`src/rtl/predicate_setp_unit_if.sv`:
```
// Request, control and predicate-write bundle for predicate_setp_unit.
// The unit sits on the slave side. Whatever feeds it and consumes its
// predicate write port sits on the master side.
interface predicate_setp_unit_if #(
  parameter int DATA_W  = 32,
  parameter int PRED_AW = 4
);
  localparam int NUM_PRED = 2 ** PRED_AW;

  logic                flush;
  logic                in_valid;
  logic                in_ready;
  logic [DATA_W-1:0]   in_a;
  logic [DATA_W-1:0]   in_b;
  logic [2:0]          in_op;
  logic                in_neg;
  logic [PRED_AW-1:0]  in_dst;
  logic                wb_stall;
  logic                pred_we;
  logic [PRED_AW-1:0]  pred_waddr;
  logic                pred_wdata;
  logic [NUM_PRED-1:0] busy_mask;

  modport master (
    output flush, in_valid, in_a, in_b, in_op, in_neg, in_dst, wb_stall,
    input  in_ready, pred_we, pred_waddr, pred_wdata, busy_mask
  );

  modport slave (
    input  flush, in_valid, in_a, in_b, in_op, in_neg, in_dst, wb_stall,
    output in_ready, pred_we, pred_waddr, pred_wdata, busy_mask
  );
endinterface

```
`src/rtl/predicate_setp_unit.sv`:
```
// Two-stage set-predicate unit. S1 captures the operands. The compare is
// evaluated out of S1 and captured in S2. S2 drives the single write port of
// the predicate register file. busy_mask lists every destination that still
// has a write pending in S1 or S2.
module predicate_setp_unit #(
  parameter int DATA_W  = 32,
  parameter int PRED_AW = 4
) (
  input logic                  clk,
  input logic                  reset,
  predicate_setp_unit_if.slave bus
);
  localparam int NUM_PRED = 2 ** PRED_AW;

  typedef enum logic [2:0] {
    OP_EQ    = 3'b000,
    OP_NE    = 3'b001,
    OP_LT    = 3'b010,
    OP_LE    = 3'b011,
    OP_LTU   = 3'b100,
    OP_LEU   = 3'b101,
    OP_TRUE  = 3'b110,
    OP_FALSE = 3'b111
  } cmp_op_e;

  logic                s1_valid;
  logic [DATA_W-1:0]   s1_a;
  logic [DATA_W-1:0]   s1_b;
  cmp_op_e             s1_op;
  logic                s1_neg;
  logic [PRED_AW-1:0]  s1_dst;
  logic                s1_res;

  logic                s2_valid;
  logic                s2_res;
  logic [PRED_AW-1:0]  s2_dst;

  logic [NUM_PRED-1:0] busy;

  // Stage 1 captures the operands on an accept. It holds everything while
  // the write port is stalled. It empties on flush or when nothing is accepted.
  always_ff @(posedge clk or posedge reset) begin
    if (reset) begin
      s1_valid <= 1'b0;
      s1_a     <= '0;
      s1_b     <= '0;
      s1_op    <= OP_EQ;
      s1_neg   <= 1'b0;
      s1_dst   <= '0;
    end else if (bus.flush) begin
      s1_valid <= 1'b0;
    end else if (!bus.wb_stall) begin
      s1_valid <= bus.in_valid;
      if (bus.in_valid) begin
        s1_a   <= bus.in_a;
        s1_b   <= bus.in_b;
        s1_op  <= cmp_op_e'(bus.in_op);
        s1_neg <= bus.in_neg;
        s1_dst <= bus.in_dst;
      end
    end
  end

  // Evaluate the compare on the S1 operands. The signed opcodes treat the
  // operands as two's complement across the full width.
  always_comb begin
    s1_res = 1'b0;
    case (s1_op)
      OP_EQ:    s1_res = (s1_a == s1_b);
      OP_NE:    s1_res = (s1_a != s1_b);
      OP_LT:    s1_res = ($signed(s1_a) <  $signed(s1_b));
      OP_LE:    s1_res = ($signed(s1_a) <= $signed(s1_b));
      OP_LTU:   s1_res = (s1_a <  s1_b);
      OP_LEU:   s1_res = (s1_a <= s1_b);
      OP_TRUE:  s1_res = 1'b1;
      OP_FALSE: s1_res = 1'b0;
      default:  s1_res = 1'b0;
    endcase
    s1_res = s1_res ^ s1_neg;
  end

  // Stage 2 takes the result and destination from S1. Result and destination
  // load only for a real op, so the write port keeps its last address/data
  // while bubbles pass through.
  always_ff @(posedge clk or posedge reset) begin
    if (reset) begin
      s2_valid <= 1'b0;
      s2_res   <= 1'b0;
      s2_dst   <= '0;
    end else if (bus.flush) begin
      s2_valid <= 1'b0;
    end else if (!bus.wb_stall) begin
      s2_valid <= s1_valid;
      if (s1_valid) begin
        s2_res <= s1_res;
        s2_dst <= s1_dst;
      end
    end
  end

  // Mark every destination that still has a write pending in either stage.
  always_comb begin
    busy = '0;
    if (s1_valid) busy[s1_dst] = 1'b1;
    if (s2_valid) busy[s2_dst] = 1'b1;
  end

  assign bus.in_ready   = ~bus.wb_stall;
  assign bus.pred_we    = s2_valid & ~bus.wb_stall & ~bus.flush;
  assign bus.pred_waddr = s2_dst;
  assign bus.pred_wdata = s2_res;
  assign bus.busy_mask  = busy;
endmodule

```
`src/flat_wrapper.sv`:
```
// flat-port wrapper written by rule: the top's interface ports become plain ports
module predicate_setp_unit_flat 
#(
  parameter int DATA_W  = 32,
  parameter int PRED_AW = 4
)
  (clk, reset, bus_flush, bus_in_valid, bus_in_a, bus_in_b, bus_in_op, bus_in_neg, bus_in_dst, bus_wb_stall, bus_in_ready, bus_pred_we, bus_pred_waddr, bus_pred_wdata, bus_busy_mask);
  predicate_setp_unit_if #(.DATA_W(DATA_W), .PRED_AW(PRED_AW)) bus_i ();
  input logic clk;
  input logic reset;
  input wire logic [$bits(bus_i.flush)-1:0] bus_flush;
  input wire logic [$bits(bus_i.in_valid)-1:0] bus_in_valid;
  input wire logic [$bits(bus_i.in_a)-1:0] bus_in_a;
  input wire logic [$bits(bus_i.in_b)-1:0] bus_in_b;
  input wire logic [$bits(bus_i.in_op)-1:0] bus_in_op;
  input wire logic [$bits(bus_i.in_neg)-1:0] bus_in_neg;
  input wire logic [$bits(bus_i.in_dst)-1:0] bus_in_dst;
  input wire logic [$bits(bus_i.wb_stall)-1:0] bus_wb_stall;
  output wire logic [$bits(bus_i.in_ready)-1:0] bus_in_ready;
  output wire logic [$bits(bus_i.pred_we)-1:0] bus_pred_we;
  output wire logic [$bits(bus_i.pred_waddr)-1:0] bus_pred_waddr;
  output wire logic [$bits(bus_i.pred_wdata)-1:0] bus_pred_wdata;
  output wire logic [$bits(bus_i.busy_mask)-1:0] bus_busy_mask;
  assign bus_i.flush = bus_flush;
  assign bus_i.in_valid = bus_in_valid;
  assign bus_i.in_a = bus_in_a;
  assign bus_i.in_b = bus_in_b;
  assign bus_i.in_op = bus_in_op;
  assign bus_i.in_neg = bus_in_neg;
  assign bus_i.in_dst = bus_in_dst;
  assign bus_i.wb_stall = bus_wb_stall;
  assign bus_in_ready = bus_i.in_ready;
  assign bus_pred_we = bus_i.pred_we;
  assign bus_pred_waddr = bus_i.pred_waddr;
  assign bus_pred_wdata = bus_i.pred_wdata;
  assign bus_busy_mask = bus_i.busy_mask;
  predicate_setp_unit #(.DATA_W(DATA_W), .PRED_AW(PRED_AW)) u_core (.clk(clk), .reset(reset), .bus(bus_i));
endmodule
```
`config.mk`:
```
export PLATFORM = sky130hd
export DESIGN_NAME = predicate_setp_unit_flat
export DESIGN_NICKNAME = d
export VERILOG_FILES = /design/src/rtl/predicate_setp_unit_if.sv /design/src/rtl/predicate_setp_unit.sv /design/src/flat_wrapper.sv
export SDC_FILE = /design/constraint.sdc
export NUM_CORES = 1
export LEC_CHECK = 0
export ABC_AREA = 1
export CORE_UTILIZATION = 46
export CTS_BUF_LIST = sky130_fd_sc_hd__clkbuf_4 sky130_fd_sc_hd__clkbuf_8
export DETAILED_ROUTE_END_ITERATION = 6
export PLACE_DENSITY = 0.83
export SLEW_MARGIN = 20
export SYNTH_ARGS = -nofsm -noshare
export SYNTH_HDL_FRONTEND = slang
export SYNTH_SLANG_ARGS = --single-unit
```
`constraint.sdc`:
```
create_clock -name clk -period 2.45 [get_ports clk]
set_input_delay 0.3675 -clock clk [delete_from_list [all_inputs] [get_ports clk]]
set_output_delay 0.3675 -clock clk [all_outputs]
set_load 0.02 [all_outputs]
```
## Word level (Yosys, flattened, before mapping)

Cells that the tools add are included.

| cells by class | value |
|---|---|
| order comparisons | 8 |
| equality and inequality tests | 10 |
| multiplexer cells | 11 |
| bitwise logic cells | 6 |
| reductions and logical operators | 5 |

Operators with widths:

| operator | number |
|---|---|
| 32-bit <= comparator | 2 |
| 32-bit < comparator | 2 |
| 32-bit == test | 1 |
| 16-bit 2-to-1 mux | 2 |
| 32-bit != test | 1 |
| 16-bit OR | 1 |
| 3-bit == test, second input constant | 4 |
| 4-bit by 5-bit < comparator with 1-bit output, second input constant | 2 |
| 1-bit demux with 4-bit select | 2 |
| 4-bit by 1-bit greater-or-equal comparator with 1-bit output, second input constant | 2 |
| 1-bit one-hot mux with 8 select lines | 1 |
| 3-bit by 2-bit == test with 1-bit output, second input constant | 2 |
| 1-bit 2-to-1 mux | 6 |
| 3-bit AND reduction | 2 |
| 3-bit by 1-bit == test with 1-bit output, second input constant | 1 |
| 3-bit logical NOT | 1 |
| 1-bit AND | 2 |
| 1-bit logical AND | 2 |
| 2-bit != test, second input constant | 1 |
| 1-bit NOT | 2 |
| 1-bit bitwise XOR | 1 |

| storage, ports and cells | value |
|---|---|
| register bits after elaboration | 79 |
| input bits | 77 |
| output and inout port bits | 23 |
| word-level logic and storage cells | 49 |

## Logic depth before layout (Yosys ltp)

Gate-level depths: netlist of the first run.

| logic depth | value |
|---|---|
| depth in word-level cells | 7 |
| mapped depth | 22 |
| gate-level depth less buffers | 22 |

## Worst setup path before layout of the first run

Ideal clock, no wire load.

| path | value |
|---|---|
| path kind | register -> register |
| start | register u_core.s1_a[31] |
| end | register u_core.s2_res (netlist: u_core.bus.pred_wdata) |
| setup time | 0.117 ns |
| data arrival time | 1.641 ns |
| data required time | 2.333 ns |
| path slack | 0.692 ns |
| cell stages (with the launch flop) | 17 |
| path buffers | 0 |
| clock period less this slack | 1.758 ns |
| cell sequence | dfrtp_1 -> ha_1 -> nand2_1 -> nor2_2 -> nand2_2 -> nor3_4 -> nand2_1 -> nand2_1 -> nand2_1 -> nand2_1 -> nand2_1 -> nand2_1 -> nand2_1 -> nand2_1 -> nand2_1 -> nand3_1 -> nand2_1 |

| between the ends | value |
|---|---|
| longest elaborated chain between the ends | 3 |
| elaborated cells on any way between the ends | 8 |
| those cells by class | order compare: 4; eq/ne: 2; mux: 1; bitwise: 1 |

RTL lines:

| item | RTL line | RTL |
|---|---|---|
| start, declared | predicate_setp_unit.sv:27 | `logic [DATA_W-1:0] s1_a;` |
| start signal, assigned | predicate_setp_unit.sv:55 | `s1_a <= bus.in_a;` |
| 32-bit <= comparator, or another cell as far along | predicate_setp_unit.sv:74 | `OP_LEU: s1_res = (s1_a <= s1_b);` |
| 1-bit one-hot mux with 8 select lines * | predicate_setp_unit.sv:68 | `case (s1_op)` |
| 1-bit bitwise XOR * | predicate_setp_unit.sv:79 | `s1_res = s1_res ^ s1_neg;` |
| end signal, assigned | predicate_setp_unit.sv:95 | `s2_res <= s1_res;` |
| end, declared | predicate_setp_unit.sv:35 | `logic s2_res;` |

Every way passes the cells marked *; elsewhere a longest branch is shown, timed or not.
A chain may end at the register's enable or synchronous reset.

## Worst setup path in the final report of the first run

| path | value |
|---|---|
| start | register u_core.s2_dst[0] (netlist: u_core.bus.pred_waddr[0]) |
| end | output port bus_busy_mask[6] |

| between the ends | value |
|---|---|
| longest elaborated chain between the ends | 6 |
| elaborated cells on any way between the ends | 7 |
| those cells by class | order compare: 2; mux: 3; bitwise: 1; reduce/logical: 1 |

RTL lines:

| item | RTL line | RTL |
|---|---|---|
| start, declared | predicate_setp_unit.sv:36 | `logic [PRED_AW-1:0] s2_dst;` |
| start signal, assigned | predicate_setp_unit.sv:96 | `s2_dst <= s1_dst;` |
| 4-bit by 5-bit < comparator with 1-bit output (implied by the code) or 4-bit by 1-bit greater-or-equal comparator with 1-bit output (tied branches) | predicate_setp_unit.sv:105 | `if (s2_valid) busy[s2_dst] = 1'b1;` |
| 1-bit logical AND (implied by the code) | predicate_setp_unit.sv:105 |  |
| 1-bit 2-to-1 mux (implied by the code) | predicate_setp_unit.sv:105 |  |
| 1-bit demux with 4-bit select * | n/a |  |
| 16-bit OR (no line) * | n/a |  |
| 16-bit 2-to-1 mux * | predicate_setp_unit.sv:105 |  |
| end, declared | flat_wrapper.sv:23 | `output wire logic [$bits(bus_i.busy_mask)-1:0] bus_busy_mask;` |

Marks and branches as above.

==> flow_metrics.env, run 1 <==
export IMPL_status="completed"
export IMPL_criticalPathCategory="flip-flop to output port"
export IMPL_worst_hold_path_type="input pin to async pin"
export IMPL_area_growth_pct=34.50
export IMPL_synthXorXnorAreaFrac_pct=0
export IMPL_rows=33
export IMPL_crit_arrival_ps=2000
export IMPL_power_density_nw_per_um2=696.0
export IMPL_gp_congestion=0.9379
export IMPL_htree_levels=3
export IMPL_skew_ps=6.002
export IMPL_die_h_um=96.18
export IMPL_hold_slack_ps=380.4
export IMPL_synth_cells=448
export IMPL_first_global_vias=3371
export IMPL_cap_violations=0
export IMPL_synthesis_nets=557
export IMPL_grt_pass1_wl_mm=14.61
export IMPL_dp_hpwl_mm=6.800
export IMPL_die_area_um2=9251
export IMPL_layout_drive_gt1_share_pct=12.25
export IMPL_finalPower_mw=3.819
export IMPL_period_minus_slack_ps=2365
export IMPL_synth_top_family_by_area="simple AND/OR/NAND/NOR gates"
export IMPL_power_share_combinational_pct=27.5
export IMPL_wl_per_cell_um=13.32
export IMPL_fmax_mhz=422.9
export IMPL_synth_mux_area_fraction_pct=8.832
export IMPL_internal_power_mw=2.689
export IMPL_synth_seq_cells=79
export IMPL_async_flop_share_pct=100.0
export IMPL_grt_total_usage_pct=20.59
export IMPL_r2r_slack_ps=450
export IMPL_cts_tree="yes"
export IMPL_cts_clk_slew_worst_paths_ps=80
export IMPL_post_route_drc_count=0
export IMPL_synth_seq_area_share_pct=48.45
export IMPL_clk_latency_ps=340
export IMPL_dr_pass1_iters=7
export IMPL_globalRoute_totalOverflow=0
export IMPL_yosys_area_share_simple_pct=15.06
export IMPL_pwr_share_clk_pct=28.7
export IMPL_holdBufCountCts=0
export IMPL_synth_cell_types=26
export IMPL_nets=659
export IMPL_synth_area_um2=4080
export IMPL_p_leak_nw=2.727
export IMPL_wirelength_mm=8.793
export IMPL_yosys_warnings=0
export IMPL_cp_max_fo=7
export IMPL_drv_slew=0
export IMPL_diodes=0
export IMPL_start_kind="flip-flop"
export IMPL_grt_max_degree=35
export IMPL_io_pins=100
export IMPL_cts_root_buffer="clkbuf_8"
export IMPL_die_x_um=96.18
export IMPL_antenna_found_initial=0
export IMPL_syn_avg_cell_area_um2=9.108
export IMPL_p_sw_share_pct=29.61
export IMPL_synth_adder_area_share_pct=9.813
export IMPL_p_sw_mw=1.131
export IMPL_worst_slew_pin_slew_ps=569.9
export IMPL_setup_viol=0
export IMPL_cts_buffers=9
export IMPL_core_area_um2=8382
export IMPL_synthFlopType="dfrtp_1"
export IMPL_fin_crit_sh_pct=96.52
export IMPL_vias=3334
export IMPL_clock_sinks=79
export IMPL_peakVddDrop_uv=343.0
export IMPL_end_kind="output port"
export IMPL_hold_viol_final=0
export IMPL_clockBufferDepth=2
export IMPL_io_buffers=99
export IMPL_synth_edf_count=0
export IMPL_synth_compound_area_share_pct=11.04
export IMPL_drtIter0Drc=130
export IMPL_ant_nets=0
export IMPL_seq_power_share_pct=43.7
export IMPL_slew_headroom_pct=61.96
export IMPL_initial_core_util_pct=48.68
export IMPL_crit_required_ps=2080
export IMPL_vias_per_cell=5.052
-- cells in the final DEF, fill, tap and decap left out, drive strengths merged --
cell type | synthesis | layout
clkdlybuf4s50 | 0 | 93
dfrtp | 79 | 79
nand2 | 64 | 64
nor2 | 58 | 58
inv | 59 | 58
a21oi | 54 | 54
mux2 | 32 | 32
ha | 32 | 32
o21ai | 20 | 20
nand3 | 19 | 19
clkbuf | 8 | 13
buf | 6 | 6
o31ai | 4 | 4
dlymetal6s2s | 0 | 4
nor3 | 4 | 4
nand4 | 3 | 3
clkinv | 0 | 2
bufinv | 0 | 2
dlygate4sd2 | 0 | 2
o21a | 2 | 2
or2 | 1 | 1
a21o | 1 | 1
a211oi | 1 | 1
a21boi | 1 | 1
-- per-layer routing --
metal / vias up / GRT usage (%) / part of all wire, %
li1: 1671 / - / -
met1: 1541 / 23.99 / 41
met2: 110 / 37.47 / 52
met3: 12 / 3.081 / 5.6
met4: 0 / 8.582 / 1.6
met5: - / 0 / 0
-- final cells by class --
type	count	area, µm²
clock buffer	13	166.4
tap	105	131.4
inverter	59	222.7
fill	666	2894
sequential	79	1978
multi-input combinational	296	1843
clock inverter	3	65.06
timing repair buffer	105	1081
-- registers in the layout (all words and copies together) (netlist names) --
name	cells
u_core.bus.pred_waddr	4
u_core.bus.pred_wdata	1
u_core.s1_a	32
u_core.s1_b	32
u_core.s1_dst	4
u_core.s1_neg	1
u_core.s1_op	3
u_core.s1_valid	1
u_core.s2_valid	1
-- power groups by stage --
| stage | clock, mW | combinational, mW | sequential (mW) |
|---|---|---|---|
| floorplan | 0 | 0.666 | 1.68 |
| global placement | 0 | 1.00 | 1.68 |
| detailed placement | 0 | 1.05 | 1.69 |
| CTS | 1.13 | 1.06 | 1.67 |
| global route | 1.18 | 1.20 | 1.70 |
| finish | 1.10 | 1.05 | 1.67 |
-- metrics by stage --
stage	area (µm²)	utilization (%)	instances	setup slack (ps)	setup TNS, ps
6_report	5488	65.47	660	85.28	0
2_1_floorplan	4080	-	448	59.12	0
5_1_grt	5488	65.47	660	-6.708	-6.708
3_5_place_dp	5238	62.49	644	223.8	0
4_1_cts	5477	65.34	660	15.32	0
3_3_place_gp	5238	62.49	644	355.4	0
-- synth_stat cells, types with 3 or more instances --
library cell | n | area (µm²)
a21oi_1 | 53 | 265.3
buf_1 | 3 | 11.26
buf_2 | 3 | 15.01
clkbuf_1 | 8 | 30.03
dfrtp_1 | 79 | 1977
ha_1 | 32 | 400.4
inv_1 | 56 | 210.2
inv_2 | 3 | 11.26
mux2_2 | 32 | 360.4
nand2_1 | 63 | 236.5
nand3_1 | 19 | 95.09
nand4_1 | 3 | 18.77
nor2_1 | 57 | 214.0
nor3_1 | 3 | 15.01
o21ai_0 | 20 | 100.1
o31ai_1 | 4 | 30.03
-- worst paths after layout --
path	from	to	cells past startpoint
hold / removal	reset	u_core.s1_a[8]	2
min in group clk	u_core.bus.pred_wdata	u_core.bus.pred_wdata	2
setup reg to reg	u_core.s1_a[23]	u_core.bus.pred_wdata	14
setup / recovery	u_core.bus.pred_waddr[0]	bus_busy_mask[6]	4
hold reg to reg	u_core.bus.pred_wdata	u_core.bus.pred_wdata	2
max in group asynchronous	reset	u_core.s1_valid	3
-- cell families after synthesis --
| group | Yosys count |
|---|---|
| AOI/OAI and AO/OA | 83 |
| DFF | 79 |
| muxes | 32 |
| and+or+nand+nor | 149 |
| adders and majority gates | 32 |
| buffers and inverters | 73 |
-- critical path, stage by stage, from the launching register on --
cell and delay [ps]:
dfrtp_1 450, inv_1 160, nand3_1 180, o21ai_0 230, clkdlybuf4s50_1 640
-- what timing repair did --
item | CTS | global route
endpoints found under the hold margin | 0 | 0
buffers inserted | 0 | 0
resized for setup | 4 | 6
endpoints found under the setup margin | 8 | 7
Power figures use the tool's default switching activity.
==> inputs of run 2 (changes only) <==
--- a/config.mk
+++ b/config.mk
@@ -6,6 +6,7 @@
 export NUM_CORES = 1
 export LEC_CHECK = 0
 export ABC_AREA = 1
+export CAP_MARGIN = 20
 export CORE_UTILIZATION = 46
 export CTS_BUF_LIST = sky130_fd_sc_hd__clkbuf_4 sky130_fd_sc_hd__clkbuf_8
 export DETAILED_ROUTE_END_ITERATION = 6
==> results of run 2 <==
Same layout as run 1: the final DEF is identical, and so are final timing and power.
==> inputs of run 3 (changes only) <==
--- a/config.mk
+++ b/config.mk
@@ -7,10 +7,12 @@
 export LEC_CHECK = 0
 export ABC_AREA = 1
 export CAP_MARGIN = 20
-export CORE_UTILIZATION = 46
+export CORE_ASPECT_RATIO = 1.25
+export CORE_UTILIZATION = 60
 export CTS_BUF_LIST = sky130_fd_sc_hd__clkbuf_4 sky130_fd_sc_hd__clkbuf_8
 export DETAILED_ROUTE_END_ITERATION = 6
-export PLACE_DENSITY = 0.83
+export DONT_BUFFER_PORTS = 1
+export PLACE_DENSITY = 0.84
 export SLEW_MARGIN = 20
 export SYNTH_ARGS = -nofsm -noshare
 export SYNTH_HDL_FRONTEND = slang
==> flow_metrics.env, run 3 (synthesis results as in run 1) <==
export IMPL_globalRoute_totalOverflow=0
export IMPL_first_global_vias=2957
export IMPL_largestRegisters="u_core.s1_a: 32 flops, u_core.s1_b: 32 flops"
export IMPL_grt_pass1_wl_mm=11.86
export IMPL_dpl_cell_area_um2=4182
export IMPL_htree_levels=3
export IMPL_io_buffers=0
export IMPL_io_pins=100
export IMPL_hold_slack_ps=155.7
export IMPL_die_area_um2=7136
export IMPL_cts_clk_slew_worst_paths_ps=90
export IMPL_clock_sinks=79
export IMPL_dp_hpwl_mm=5.626
export IMPL_cts_resized=0
export IMPL_worst_hold_path_type="input pin to flip-flop"
export IMPL_crit_required_ps=2080
export IMPL_wl_per_cell_um=13.92
export IMPL_antenna_found_initial=0
export IMPL_final_fill_count=545
export IMPL_cp_max_fo=10
export IMPL_p_leak_nw=2.235
export IMPL_initial_core_util_pct=62.15
export IMPL_r2r_slack_ps=460
export IMPL_top_layer="met4"
export IMPL_cp_buffers_inverters=1
export IMPL_hold_viol_final=0
export IMPL_diodes=0
export IMPL_clk_latency_ps=350
export IMPL_ant_nets=0
export IMPL_finalPower_mw=3.612
export IMPL_post_cts_repair_setup_buffers=0
export IMPL_worst_slew_pin_slew_ps=701.6
export IMPL_fin_tns_setup_ps=0
export IMPL_end_kind="output port"
export IMPL_layout_drive_gt1_share_pct=13.47
export IMPL_utilization_pct=67.31
export IMPL_slowest_stage="dfrtp_1"
export IMPL_area_growth_pct=8.310
export IMPL_peakVddDrop_uv=561.2
export IMPL_cts_root_buffer="clkbuf_8"
export IMPL_grt_total_usage_pct=22.30
export IMPL_vias_per_cell=5.535
export IMPL_cts_tree="yes"
export IMPL_regToRegStartpoint="u_core.s1_a[31]"
export IMPL_fmax_mhz=457.4
export IMPL_die_x_um=75.76
export IMPL_drtIter0Drc=128
export IMPL_skew_ps=8.143
export IMPL_core_area_um2=6565
export IMPL_status="completed"
export IMPL_slowest_delay_ps=510
export IMPL_period_minus_slack_ps=2186
export IMPL_power_density_nw_per_um2=817.3
export IMPL_final_cell_mix="dfrtp_1 (79), nand2_1 (62), nor2_1 (57), inv_1 (55), a21oi_1 (53)"
export IMPL_gp_congestion=0.7766
export IMPL_vias=2989
export IMPL_cts_buffers=9
export IMPL_wl_met1_mm=3.047
export IMPL_clockBufferDepth=2
export IMPL_worstRegToRegCells=16
export IMPL_dr_pass1_iters=4
export IMPL_crit_arrival_ps=1820
export IMPL_met2_length_mm=3.888
export IMPL_start_kind="flip-flop"
export IMPL_final_common_cell="dfrtp_1"
export IMPL_rows=33
export IMPL_final_area_um2=4419
export IMPL_worstPathCellList="inv_1, nor3_1, nand2_1, o31ai_1"
export IMPL_nets=557
export IMPL_holdBufCountCts=1
export IMPL_fin_crit_sh_pct=89.23
export IMPL_die_h_um=94.20
export IMPL_grt_max_degree=72
export IMPL_hold_end="u_core.s1_a[7]"
export IMPL_wl_met3_um=382
export IMPL_cpLargestDelayFamily="simple AND/OR/NAND/NOR gates"
export IMPL_rsz0062_at_grt="false"
export IMPL_criticalPathCategory="flip-flop to output port"
export IMPL_drv_slew=0
export IMPL_worstHoldStart="bus_in_a[7]"
export IMPL_wirelength_mm=7.518
export IMPL_slew_headroom_pct=52.83
export IMPL_post_route_drc_count=0
export IMPL_setup_viol=0
export IMPL_cap_violations=0
export IMPL_whs_path_depth=1
export IMPL_r2r_end="u_core.bus.pred_wdata"
-- run 3: cell count changes in the layout (fill, tap and decap cells not counted), moves of 2 or more --
cell	previous run	this run
dlygate4sd2_1	2	0
clkbuf_8	11	9
clkinvlp_4	0	2
clkdlybuf4s50_1	93	0
nor3_2	2	0
inv_6	0	2
clkbuf_4	2	0
dlymetal6s2s_1	4	0
nor3_1	1	3
buf_4	3	0
-- run 3: layout make-up --
cell class,count,area [µm²],share of cell area [%]
clock inverters,7,103.9,2.350
repair buffers,3,50.05,1.133
flip-flops and latches,79,1977,44.73
multi-input cells,296,1833,41.48
inverters,59,222.7,5.040
clock buffers,9,123.9,2.803
well taps,87,108.9,2.463
-- run 3: metal layers --
layer	vias to the layer above	GRT usage (%)
met2	91	41.52
met4	0	10.34
li1	1470	-
met5	-	0
met3	19	4.292
met1	1409	23.08
-- run 3: worst max-delay path by stage --
stage	startpoint	endpoint	slack (ps)	cells after the start
floorplan	reset	u_core.bus.pred_waddr[0]	60	1
global placement	u_core.s1_a[31]	u_core.bus.pred_wdata	520	16
detailed placement	u_core.s1_a[31]	u_core.bus.pred_wdata	470	16
CTS	u_core.s1_valid	bus_busy_mask[13]	320	4
global route	u_core.bus.pred_waddr[2]	bus_busy_mask[15]	160	2
finish	u_core.s1_valid	bus_busy_mask[13]	260	4
-- run 3: stage by stage --
step                setup slack (ps)  cells
finish                         263.8    540
global route                   164.5    540
CTS                            316.8    540
detailed placement             465.1    523
global placement               519.6    523
floorplan                      59.12    448
-- run 3: where the power goes --
| part | internal, mW | leakage, nW | switching [mW] | total, mW |
|---|---|---|---|---|
| Clock | 0.588 | 0.108 | 0.511 | 1.10 |
| Sequential | 1.53 | 0.898 | 0.168 | 1.70 |
| Combinational | 0.341 | 1.23 | 0.472 | 0.812 |
